--- config.mk ---
export PLATFORM = sky130hd
export DESIGN_NAME = tow_round_ctrl
export DESIGN_NICKNAME = d
export VERILOG_FILES = /design/src/rtl/tow_round_ctrl.sv
export SDC_FILE = /design/constraint.sdc
export NUM_CORES = 1
export LEC_CHECK = 0
export ABC_CLOCK_PERIOD_IN_PS = 2900
export CAP_MARGIN = 20
export CORE_UTILIZATION = 40
export DETAILED_ROUTE_END_ITERATION = 12
export GPL_ROUTABILITY_DRIVEN = 0
export GPL_TIMING_DRIVEN = 0
export PLACE_DENSITY_LB_ADDON = 0.2
export SYNTH_ARGS = -nofsm -noshare
export SYNTH_HDL_FRONTEND = slang
export SYNTH_SLANG_ARGS = --single-unit
--- constraint.sdc ---
create_clock -name clk -period 2.9 [get_ports clk]
set_input_delay 0.87 -clock clk [delete_from_list [all_inputs] [get_ports clk]]
set_output_delay 0.87 -clock clk [all_outputs]
set_load 0.05 [all_outputs]
--- src/rtl/tow_round_ctrl.sv ---
// tow_round_ctrl: tug-of-war round sequencer (random arm delay, button arbitration,
// false-start penalty, rope position and game-over detection).
// Ports:
//   clk, rst              500 Hz clock, synchronous active-high reset
//   slowen                one-clk tick enable from Div256
//   rand_val[7:0]         LFSR value, sampled only in CLEAR
//   pbl, pbr              synchronised left/right button pulses
//   clr                   centre "go" LED, buttons live while high
//   winrnd, right, tie    round-decided pulse, winner (1 = right), tie pulse
//   pos[2:0]              rope position 0..6 (3 = centre)
//   game_over             level, set once pos reaches 0 or 6
module tow_round_ctrl #(
    parameter int WAIT_MIN   = 4,
    parameter int RAND_W     = 4,
    parameter int HOLD_TICKS = 8
) (
    input  logic       clk,
    input  logic       rst,
    input  logic       slowen,
    input  logic [7:0] rand_val,
    input  logic       pbl,
    input  logic       pbr,
    output logic       clr,
    output logic       winrnd,
    output logic       right,
    output logic       tie,
    output logic [2:0] pos,
    output logic       game_over
);
    localparam int CW = $clog2(WAIT_MIN + 2 ** RAND_W + HOLD_TICKS + 1);

    typedef enum logic [2:0] {CLEAR, WAIT, ARMED, RESULT, HOLD, DONE} state_t;

    state_t        state;
    logic [CW-1:0] cnt;
    logic [CW-1:0] delay;
    logic          go_r;
    logic          go_l;
    logic          at_end;
    logic          unused_rand;

    assign unused_rand = ^rand_val[7:RAND_W];
    // In WAIT a press is a false start, so the presser's opponent wins.
    assign go_r   = (state == ARMED) ? pbr & ~pbl : pbl & ~pbr;
    assign go_l   = (state == ARMED) ? pbl & ~pbr : pbr & ~pbl;
    assign at_end = (pos == 3'd0) || (pos == 3'd6);

    always_ff @(posedge clk) begin
        if (rst) begin
            state     <= CLEAR;
            pos       <= 3'd3;
            clr       <= 1'b0;
            winrnd    <= 1'b0;
            right     <= 1'b0;
            tie       <= 1'b0;
            game_over <= 1'b0;
            cnt       <= '0;
            delay     <= '0;
        end else begin
            winrnd <= 1'b0;
            tie    <= 1'b0;
            case (state)
                CLEAR: begin
                    delay <= CW'(WAIT_MIN) + CW'(rand_val[RAND_W-1:0]);
                    cnt   <= '0;
                    state <= WAIT;
                end
                WAIT, ARMED: begin
                    // A press beats arming when both happen in the same clk.
                    if (pbl | pbr) begin
                        state  <= RESULT;
                        winrnd <= 1'b1;
                        tie    <= pbl & pbr;
                        right  <= go_r;
                        clr    <= 1'b0;
                        pos    <= pos + 3'(go_r) - 3'(go_l);
                    end else if (state == WAIT) begin
                        if (cnt == delay) begin
                            state <= ARMED;
                            clr   <= 1'b1;
                        end else if (slowen) begin
                            cnt <= cnt + 1'b1;
                        end
                    end
                end
                RESULT: begin
                    cnt   <= '0;
                    state <= HOLD;
                end
                HOLD: begin
                    if (cnt == CW'(HOLD_TICKS)) begin
                        state     <= at_end ? DONE : CLEAR;
                        game_over <= at_end;
                    end else if (slowen) begin
                        cnt <= cnt + 1'b1;
                    end
                end
                DONE: state <= DONE;
                default: state <= CLEAR;
            endcase
        end
    end
endmodule
==> metrics.cfg <==
[grt]
grt.overflow.total=0
grt_max_degree=13
antenna_found_initial=0
grt_first_pass_wirelength_um=4180
grt_pass1_vias=939
grt_usage_pct=16.7

[final_layout]
diodes=0
syn_to_final_growth_pct=18.6
finalNetCount=169
drive_gt1_share_pct=8.22

[detailed_routing]
route.antenna.remaining_nets=0
wl_met3_um=77
route.detailed.drc=0
wl_per_cell_um=13.4
drt-pass1-iter-count=4
wl_met1_um=1130
met2_length_um=1150
vias=947
via_per_inst=5.35
highest_layer=met4
drtIter0Drc=26
finalWirelength_um=2370

[floorplanning]
core-area_um2=2760
initial_core_util_pct=42.2
fp.dieW_um=55.9
rows=19
die_y_um=55.9
num_io_pins=21
dieArea_um2=3130

[sta]
post-route-min-period_ns=2.71
fmax_mhz=369
setup_tns_ns=0
finClkSkew_ns=0.0115
finalHoldViolCount=0
slew_headroom_pct=51.3
rsz0062_at_grt=false
holdWs_ns=0.506
fin_crit_sh_pct=93.4
setup_viol=0
drv_slew=0
tightest_slew_ns=0.724

[logic_synthesis]
syn_nets=149
synthArstFlopShare_pct=0
ys_warn_count=0
yosysMostFrequentCell=dfxtp_1
synth_top_cells_by_count=21 x dfxtp_1, 14 x nor2_1, 8 x ha_1, 8 x nand2_1
synthTopCellsByArea=dfxtp_1 36%, ha_1 8.6%, mux2i_1 5.2%
synth_top_area_share_pct=36.2
synth.distinct_cells=39
yosys_most_used_dff=dfxtp_1
synth_seq_area_share_pct=36.2
synthCells=127
syn_area_um2=1160
ys_seq_elements=21
yosys.area.top_type=dfxtp_1
synth_edf_count=0
syn_area_per_cell_um2=9.15

[clock_tree]
clockBufferDepth=2
clock-sinks=21
ctsRootBufferMaster=clkbuf_4
cts_tree=yes
clk-insertion-delay-late_ns=0.31
h-tree-depth=1
path_clk_slew_ns=0.13
numCtsBuffers=3
cts_setup_buffers=0

[hold_path]
min_path_cells=2
hold_path.class=register to register
min-delay-start=clr$_SDFFE_PP0P_
timing.hold.worst_endpoint=clr$_SDFFE_PP0P_

[setup_path]
worstSetupPathType=input port to register
crit_fanout=3
cp_top_family=adder cells
worst-path-stages=9
startpoint_type=input port
cpMaxStageDelayCell=clkdlybuf4s50_1
cp_num_buf_inv=2
arrival_ns=2.96
r2r-end=pos[2]$_SDFFE_PP0P_
worst-endpoint-required_ns=3.16
crit_path_max_incr_delay_ns=0.52
rrSetupSlack_ns=0.54
reg2reg_depth=9
startpoint=pbl
reg2reg_from=state[2]$_SDFFE_PP0P_
endpoint_kind=register
crit_chain=clkdlybuf4s50_1, inv_1, ha_1, mux2i_1, o21ai_1, fa_1, xor2_1, or3_1, a21oi_1

[power]
power_leakage_nw=0.560
power.density_nw_per_um2=691
total_power_mw=0.952
ir_worst_vdd_mv=0.557

[run]
max_cap_violations=0

[placement]
dpl.hpwl_um=1740
io_buffer_count=15

[status]
status=finished clean

[worst max-delay path by stage]
stage / end / slack, ns
after global placement: pos[2]$_SDFFE_PP0P_ / -0.14
after CTS: pos[2]$_SDFFE_PP0P_ / 0.16
after detailed placement: pos[2]$_SDFFE_PP0P_ / -0.18
after floorplan: pos[2]$_SDFFE_PP0P_ / 0.47
final: pos[2]$_SDFFE_PP0P_ / 0.19
after global routing: pos[2]$_SDFFE_PP0P_ / 0.04
[power by group]
| part | switching (mW) | internal, mW | leakage [nW] |
|---|---|---|---|
| clock network | 0.0952 | 0.0516 | 0.0177 |
| logic | 0.251 | 0.181 | 0.371 |
| registers | 0.0409 | 0.333 | 0.172 |
| total | 0.387 | 0.566 | 0.560 |
[layer usage]
metal	up-vias	GRT usage, %
met2	14	29.8
met1	447	20.3
met4	0	2.09
met5	-	0
li1	484	-
met3	2	4.88
[layout by cell type, fill, tap and decap left out, drive strengths merged, types with 2 or more instances in the layout]
master	count
or3	2
mux2i	6
xor2	3
and2b	2
nor2	14
xnor2	5
nor3	8
nand2	8
inv	7
a32o	3
and3	3
dfxtp	21
a21oi	3
buf	3
nor3b	3
clkdlybuf4s50	15
a211oi	3
clkbuf	5
nand2b	3
o21ai	4
ha	8
nand3	3
[worst min-delay path, cell delays in order, from the launching register on]
cell and delay [ns]:
dfxtp_1 0.33, nor2_1 0.10, nor3_1 0.05
[state kept, by name, indices dropped and copies added (netlist names)]
signal / cells
clr: 1
pos: 3
right: 1
cnt: 5
delay: 5
state: 3
tie: 1
game_over: 1
winrnd: 1
[final cells by class]
cell class,instances,area (µm²)
Clock inverter,1,5.00
Inverter,7,26.3
Fill cell,264,1380
Sequential cell,21,420
Clock buffer,3,22.5
Timing Repair Buffer,15,150
Multi-Input combinational cell,94,682
Buffer,5,33.8
Tap cell,31,38.8
[kinds of logic after synthesis]
logic type                 count (synthesis)  share of synthesized area (%)
adders and majority gates                  9                           10.3
muxes                                      6                           5.17
xor gates and xnor gates                   8                           6.67
DFF                                       21                           36.2
buffers and inverters                     12                           5.17
and+or+nand+nor                           52                           24.4
AOI/OAI and AO/OA                         19                           12.1
[stage by stage]
stage	utilization (%)	setup WS, ns	std cells	cell area [µm²]
after floorplan	-	0.468	127	1160
after CTS	50.0	0.159	177	1380
after global placement	49.0	-0.141	173	1350
after global routing	50.0	0.0393	177	1380
final	50.0	0.191	177	1380
after detailed placement	49.0	-0.178	173	1350
[timing repair]
item                                   4_1_cts  5_1_grt
resized for setup                            0        1
endpoints found under the hold margin        0        0
setup endpoints to repair                    0        1
hold buffers                                 0        0
(Power assumes the default switching activity.)
